### config.mk
export PLATFORM = sky130hd
export DESIGN_NAME = aes_axis_bridge
export DESIGN_NICKNAME = d
export VERILOG_FILES = /design/src/rtl/aes_axis_bridge.sv
export SDC_FILE = /design/constraint.sdc
export NUM_CORES = 1
export LEC_CHECK = 0
export ABC_AREA = 0
export BUFFER_PORTS_ARGS = -buffer_cell sky130_fd_sc_hd__buf_2
export CAP_MARGIN = 10
export CORE_MARGIN = 3
export CORE_UTILIZATION = 57
export CTS_CLUSTER_SIZE = 14
export DETAILED_ROUTE_END_ITERATION = 12
export GPL_TIMING_DRIVEN = 0
export HOLD_SLACK_MARGIN = 0.03
export PLACE_DENSITY = 0.84
export SLEW_MARGIN = 10
export SYNTH_ARGS = -nofsm -noshare
export SYNTH_HDL_FRONTEND = slang
export SYNTH_SLANG_ARGS = --single-unit
### constraint.sdc
create_clock -name clk -period 42.9 [get_ports clk]
set_clock_uncertainty 0.2 [all_clocks]
set_input_delay 6.435 -clock clk [delete_from_list [all_inputs] [get_ports clk]]
set_output_delay 6.435 -clock clk [all_outputs]
set_load 0.03 [all_outputs]
### src/rtl/aes_axis_bridge.sv
// aes_axis_bridge: AXI-Stream front end for aes_top. It collects a 5-word command frame,
// fires one aes_en pulse, waits for aes_en_o and streams the ciphertext back as 4 words.
module aes_axis_bridge (
  input  logic         clk,
  input  logic         reset,
  input  logic [31:0]  s_axis_tdata,
  input  logic         s_axis_tvalid,
  output logic         s_axis_tready,
  input  logic         s_axis_tlast,
  output logic [31:0]  m_axis_tdata,
  output logic         m_axis_tvalid,
  input  logic         m_axis_tready,
  output logic         m_axis_tlast,
  output logic         aes_en,
  output logic [0:31]  aes_cmd,
  output logic [0:127] aes_key,
  output logic [0:127] aes_plaintext,
  input  logic [0:127] aes_ciphertext,
  input  logic         aes_en_o
);
  localparam int WORD_S = 32;
  localparam int KEY_S  = 128;
  localparam int BLK_S  = 128;
  localparam logic [0:WORD_S-1] SET_KEY = 32'h0000_0001;
  localparam logic [0:WORD_S-1] ENCRYPT = 32'h0000_0002;

  typedef enum logic [2:0] {S_IDLE, S_RX, S_START, S_WAIT, S_TX} state_t;

  state_t              r_state, w_state_next;
  logic [1:0]          r_cnt, w_cnt_next;
  logic [0:WORD_S-1]   r_cmd, w_cmd_next;
  logic [0:KEY_S-1]    r_key, w_key_next;
  logic [0:BLK_S-1]    r_pt, w_pt_next;
  logic [0:BLK_S-1]    r_ct, w_ct_next;
  logic                r_s_tready, w_s_tready_next;
  logic                r_m_tvalid, w_m_tvalid_next;
  logic                r_m_tlast, w_m_tlast_next;
  logic [WORD_S-1:0]   r_m_tdata, w_m_tdata_next;
  logic                r_en, w_en_next;

  logic                w_s_beat;
  logic                w_cmd_known;
  logic [1:0]          w_cnt_inc;
  logic [6:0]          w_rx_base;
  logic [6:0]          w_tx_base;

  assign w_s_beat    = r_s_tready & s_axis_tvalid;
  assign w_cmd_known = (r_cmd == SET_KEY) || (r_cmd == ENCRYPT);
  assign w_cnt_inc   = r_cnt + 2'd1;
  // Ascending bit ranges: word k occupies [32k : 32k+31], so word 0 is the MSB word.
  assign w_rx_base   = {r_cnt, 5'd0};
  assign w_tx_base   = {w_cnt_inc, 5'd0};

  always_comb begin
    w_state_next    = r_state;
    w_cnt_next      = r_cnt;
    w_cmd_next      = r_cmd;
    w_key_next      = r_key;
    w_pt_next       = r_pt;
    w_ct_next       = r_ct;
    w_s_tready_next = r_s_tready;
    w_m_tvalid_next = r_m_tvalid;
    w_m_tlast_next  = r_m_tlast;
    w_m_tdata_next  = r_m_tdata;
    w_en_next       = 1'b0;
    case (r_state)
      S_IDLE: begin
        w_s_tready_next = 1'b1;
        if (w_s_beat) begin
          w_cmd_next   = s_axis_tdata;
          w_cnt_next   = 2'd0;
          w_state_next = S_RX;
        end
      end
      S_RX: begin
        if (w_s_beat) begin
          if (r_cmd == ENCRYPT) begin
            w_key_next                       = '0;
            w_pt_next[w_rx_base +: WORD_S]   = s_axis_tdata;
          end else if (r_cmd == SET_KEY) begin
            w_key_next[w_rx_base +: WORD_S]  = s_axis_tdata;
          end
          w_cnt_next = w_cnt_inc;
          // tlast is deliberately ignored on the fourth payload word.
          if (r_cnt == 2'd3) begin
            if (w_cmd_known) begin
              w_state_next    = S_START;
              w_en_next       = 1'b1;
              w_s_tready_next = 1'b0;
            end else begin
              w_state_next = S_IDLE;
            end
          end else if (s_axis_tlast) begin
            w_state_next = S_IDLE;
          end
        end
      end
      S_START: begin
        w_state_next = S_WAIT;
      end
      S_WAIT: begin
        if (aes_en_o) begin
          if (r_cmd == ENCRYPT) begin
            w_ct_next       = aes_ciphertext;
            w_m_tdata_next  = aes_ciphertext[0:WORD_S-1];
            w_m_tvalid_next = 1'b1;
            w_m_tlast_next  = 1'b0;
            w_cnt_next      = 2'd0;
            w_state_next    = S_TX;
          end else begin
            w_s_tready_next = 1'b1;
            w_state_next    = S_IDLE;
          end
        end
      end
      S_TX: begin
        if (r_m_tvalid && m_axis_tready) begin
          if (r_cnt == 2'd3) begin
            w_m_tvalid_next = 1'b0;
            w_m_tlast_next  = 1'b0;
            w_m_tdata_next  = '0;
            w_s_tready_next = 1'b1;
            w_state_next    = S_IDLE;
          end else begin
            w_cnt_next      = w_cnt_inc;
            w_m_tdata_next  = r_ct[w_tx_base +: WORD_S];
            w_m_tlast_next  = (w_cnt_inc == 2'd3);
          end
        end
      end
      default: begin
        w_state_next    = S_IDLE;
        w_s_tready_next = 1'b0;
        w_m_tvalid_next = 1'b0;
        w_m_tlast_next  = 1'b0;
      end
    endcase
  end

  always_ff @(posedge clk or posedge reset) begin
    if (reset) begin
      r_state    <= S_IDLE;
      r_cnt      <= 2'd0;
      r_cmd      <= '0;
      r_key      <= '0;
      r_pt       <= '0;
      r_ct       <= '0;
      r_s_tready <= 1'b0;
      r_m_tvalid <= 1'b0;
      r_m_tlast  <= 1'b0;
      r_m_tdata  <= '0;
      r_en       <= 1'b0;
    end else begin
      r_state    <= w_state_next;
      r_cnt      <= w_cnt_next;
      r_cmd      <= w_cmd_next;
      r_key      <= w_key_next;
      r_pt       <= w_pt_next;
      r_ct       <= w_ct_next;
      r_s_tready <= w_s_tready_next;
      r_m_tvalid <= w_m_tvalid_next;
      r_m_tlast  <= w_m_tlast_next;
      r_m_tdata  <= w_m_tdata_next;
      r_en       <= w_en_next;
    end
  end

  assign s_axis_tready = r_s_tready;
  assign m_axis_tvalid = r_m_tvalid;
  assign m_axis_tlast  = r_m_tlast;
  assign m_axis_tdata  = r_m_tdata;
  assign aes_en        = r_en;
  assign aes_cmd       = r_cmd;
  assign aes_key       = r_key;
  assign aes_plaintext = r_pt;
endmodule
# ---- Word-level counts from Yosys, hierarchy flattened
# Index checks and enable logic that the tools add are counted.
# W data, S select, Z words.
dict set report word_totals {
  in_bits 166
  elab_cells 105
  reg_bits 457
  out_inout_bits 324
}
dict set report op_classes {
  n_bitwise 5
  n_reduce_logical 17
  n_mux 48
  n_eq_ne 19
  add_sub_neg 2
  shifts 3
}
# cell n
set ops {}
lappend ops {{$bwmux W128} 2}
lappend ops {{$mux W128} 2}
lappend ops {{$shift A129 B9 Y128 const A} 1}
lappend ops {{$shiftx A128 B8 Y129} 1}
lappend ops {{$shiftx A129 B9 Y128} 1}
lappend ops {{$mux W32} 4}
lappend ops {{$pmux W32 S2} 1}
lappend ops {{$eq A32 B1 Y1 const B} 1}
lappend ops {{$eq A32 B2 Y1 const B} 1}
lappend ops {{$mux W3} 8}
lappend ops {{$ne A2 B2 Y1 const B} 10}
lappend ops {{$mux W1} 19}
lappend ops {{$not A7 Y8} 2}
lappend ops {{$pmux W3 S5} 1}
lappend ops {{$mux W2} 7}
lappend ops {{$neg A8 Y9} 1}
lappend ops {{$reduce_and A3 Y1} 3}
lappend ops {{$pmux W2 S4} 1}
lappend ops {{$reduce_and A4 Y1} 2}
lappend ops {{$reduce_and A8 Y1} 1}
lappend ops {{$reduce_and A7 Y1} 1}
lappend ops {{$eq A3 B2 Y1 const B} 2}
lappend ops {{$pmux W1 S3} 2}
lappend ops {{$reduce_and A6 Y1} 1}
lappend ops {{16 further kinds} 19}

# ---- Logic depth before layout (Yosys ltp)
dict set report depth {
  word_depth 6
  ltp_mapped 9
  ltp_nobuf 6
}

# ---- Worst setup path before layout
# Ideal clock, no wire load.
dict set report synth_timing {
  kind {in2reg}
  startpoint {input s_axis_tvalid}
  endpoint {register r_key, in the netlist aes_key[0]}
  path_slack_ps 34826
  t_arrival_ps 7753
  required_time_ps 42579
  cell_stages 6
  setup_ps 121
  n_path_buf 1
  path_cell_list {nand2_1 -> nor3_2 -> and4bb_2 -> o21ai_1 -> clkbuf_1 -> a22o_1}
}
dict set report synth_between {
  elab_chain_cells 2
}
# element line_no
set synth_rtl {}
lappend synth_rtl {{start: declaration} 7} ;# input logic s_axis_tvalid,
lappend synth_rtl {{$and A1 B1 Y1} 47} ;# assign w_s_beat = r_s_tready & s_axis_tvalid;
lappend synth_rtl {{$reduce_and A3 Y1 (no source line)} -}
lappend synth_rtl {{end signal: assignment} 157} ;# r_key <= w_key_next;
lappend synth_rtl {{end: declaration} 32} ;# logic [0:KEY_S-1] r_key, w_key_next;
# No other way between the ends.
# A chain may end at the register's enable or synchronous reset.

# ---- Final worst setup path
dict set report layout_timing {
  startpoint {input s_axis_tvalid}
  endpoint {register r_key, in the netlist aes_key[119]}
}
# The elaborated chain is that of the path after synthesis.

==> flow_summary.ini <==
[sta]
fin_crit_sh_pct = 19.6
finalCriticalPeriod_ns = 8.39
fmax_ghz = 0.119
tightest_slew_ns = 1.14
finalSetupTns_ns = 0
hold_viol = 0
setup_ws_ns = 34.51
slew_headroom_pct = 23.2
rsz0062_at_grt = no
finalMaxSlewViolations = 0
setup-violations-final = 0

[synth]
synth_top_area_share_pct = 59.6
yosysMostFrequentCell = dfrtp_1
synth_fp_nets = 1686
ys.flop_type = dfrtp_1
synth_seq_cells = 457
netlist_area_sq_um = 19200
yosysTopAreaCell = dfrtp_1
synthArstFlopShare_pct = 100
netlist_instances = 1515
ys_seq_area_share_pct = 59.6
synth_enable_flop_cells = 0
yosys-top-cells-area = dfrtp_1 60%, mux2_2 9.5%, a22o_1 5.8%
ys_warn_count = 0
synth_common_cells = 457 x dfrtp_1, 161 x mux2_2, 138 x nand2_1
synth.distinct_cells = 51
syn_avg_cell_area_sq_um = 12.7

[power_and_ir_drop]
p_per_area_nw_per_um2 = 46.0
ir_drop_v = 0.0000462
p_leak_nw = 13.3

[final_layout]
drive_gt1_share_pct = 38.5
nFillCells = 2216
post-route-util_pct = 72.0
area_delta_synth_final_pct = 23.4
nets = 2194
seq_area_sq_um = 11400
stdcell_count = 2499
multiInputGateArea_sq_um = 6960

[run]
drv_cap = 0

[drt]
vias_per_cell = 6.21
via_count = 15500
wirelength_mm = 64.5
first_pass_iters = 5
routedWlPerCell_um = 25.8
drt_iter0_drc = 1406
drc_errors = 0
ant_nets = 0

[clock_network]
cts_tree = yes
clk_latency_ns = 0.56
clockRootBuffer = clkbuf_16
clk_path_buf_depth = 3
htreeDepth = 2
clk_pin_slew_ns = 0.06
cts_setup_buffers = 0
numCtsBuffers = 46
cts_hold_buf = 0
ctsResizeCount = 0
cts.sinks = 457

[floorplanning]
fp.dieW_um = 189
pin_count = 490
core-area_sq_um = 32900
initial_core_util_pct = 58.3
rows = 66
die_area_sq_um = 35900
fp.dieH_um = 189

[grt]
grt_pass1_wl_mm = 97.0
use_met2_pct = 59.1
grtUsageMet3_pct = 9.85
grt_pass1_vias = 16200
grt_overflow = 0
grtUsageMet1_pct = 41.9
grt_start_max_net_pins = 124
grtUsageTotal_pct = 35.3
grt_busiest_layer = met2
antenna_found_initial = 7

[placed_design]
numPortBuffers = 457
pre_cts_slack_ns = 34.00
place.gp.congestion = 0.883
place.detailed.hpwl_mm = 45.5
dp.cells = 2417

[worst_setup_path]
max_stage_delay_ns = 0.46
crit_path_start_kind = input port
critPathArrivalTime_ns = 8.63
required_ns = 43.14
cp_slowest_cell = nor3_2
path_cells = buf_2 > nand2_1 > nor3_2 > and4bb_2 > o21ai_1 > clkbuf_1 > a22o_1
path_max_fanout = 10
end_kind = register
crit_type = input port to register

[hold_path]
hp-class = register to register

[outcome]
outcome = finished clean
-- power by group --
group | leakage [nW] | internal, mW | switching (mW)
registers | 6.31 | 0.448 | 0.0181
clock network | 0.766 | 0.243 | 0.168
logic | 6.25 | 0.0671 | 0.143
total | 13.3 | 0.759 | 0.329
-- layout by cell type (no fill, tap or decap), types with 8 or more instances in the layout --
master and count:
mux2_2 161, clkbuf_16 47, clkbuf_8 11, buf_6 9, buf_4 13, nand2_1 138
mux4_2 32, buf_2 486, a22o_1 128, nor4_1 8, nor3_1 130, a22oi_1 33
nor2_1 13, dfrtp_1 457, a21oi_1 65, buf_1 37, clkbuf_1 73, a21o_1 131
clkinv_2 8
-- per-stage QoR --
| step | hold WS (ns) | instance area, sq um | power, mW |
|---|---|---|---|
| after floorplan | 0.253 | 19200 | 0.608 |
| after global placement | 0.255 | 22000 | 0.673 |
| after detailed placement | 0.260 | 22100 | 0.680 |
| after CTS | 0.273 | 23700 | 1.09 |
| after global routing | 0.285 | 23700 | 1.12 |
| final | 0.269 | 23700 | 1.09 |
-- flip-flops by register name (all words and copies together) (netlist names) --
signal,count
aes_cmd,32
aes_en,1
aes_key,128
aes_plaintext,128
m_axis_tdata,32
m_axis_tlast,1
m_axis_tvalid,1
r_cnt,2
r_ct,128
r_state,3
s_axis_tready,1
-- per-layer routing --
| layer | up-vias | wire length (um) | part of all wire (%) |
|---|---|---|---|
| li1 | 6536 | - | - |
| met1 | 7829 | 22800 | 35 |
| met2 | 901 | 31500 | 49 |
| met3 | 241 | 6250 | 9.7 |
| met4 | 12 | 3840 | 6.0 |
| met5 | - | 86 | 0.13 |
-- worst max-delay path, delay by kind of cell --
kind | cells | cell delay (ns)
AO/OA/AOI/OAI | 2 | 0.74
buffers and inverters | 2 | 0.50
AND/OR/NAND/NOR | 3 | 0.94
-- final timing paths --
path / from / to / slack, ns / depth (start not counted)
min in group asynchronous: reset / aes_plaintext[121] / 5.85 / 2
hold reg to reg: aes_plaintext[70] / aes_plaintext[70] / 0.27 / 1
max in group asynchronous: reset / r_ct[112] / 35.54 / 3
setup reg to reg: aes_cmd[25] / aes_plaintext[86] / 39.31 / 6
hold / removal: aes_plaintext[70] / aes_plaintext[70] / 0.27 / 1
setup / recovery: s_axis_tvalid / aes_key[119] / 34.51 / 7
-- logic make-up after synthesis --
logic type,synth area share [%]
AO/OA/AOI/OAI,14.6
multiplexers,13.4
XOR/XNOR,0.0914
buffers and inverters,4.06
adder cells (fa/ha/maj),0.326
AND/OR/NAND/NOR,7.88
flip-flops,59.6
-- cell type report --
class	instances	share of cell area, %
flip-flops and latches	457	48.3
plain buffers	157	3.23
well taps	442	2.34
repair buffers	460	10.0
inverters	4	0.0952
diodes	2	0.0212
clock inverters	16	0.820
multi-input cells	897	29.4
clock buffers	64	5.71
(Power assumes the default switching activity.)
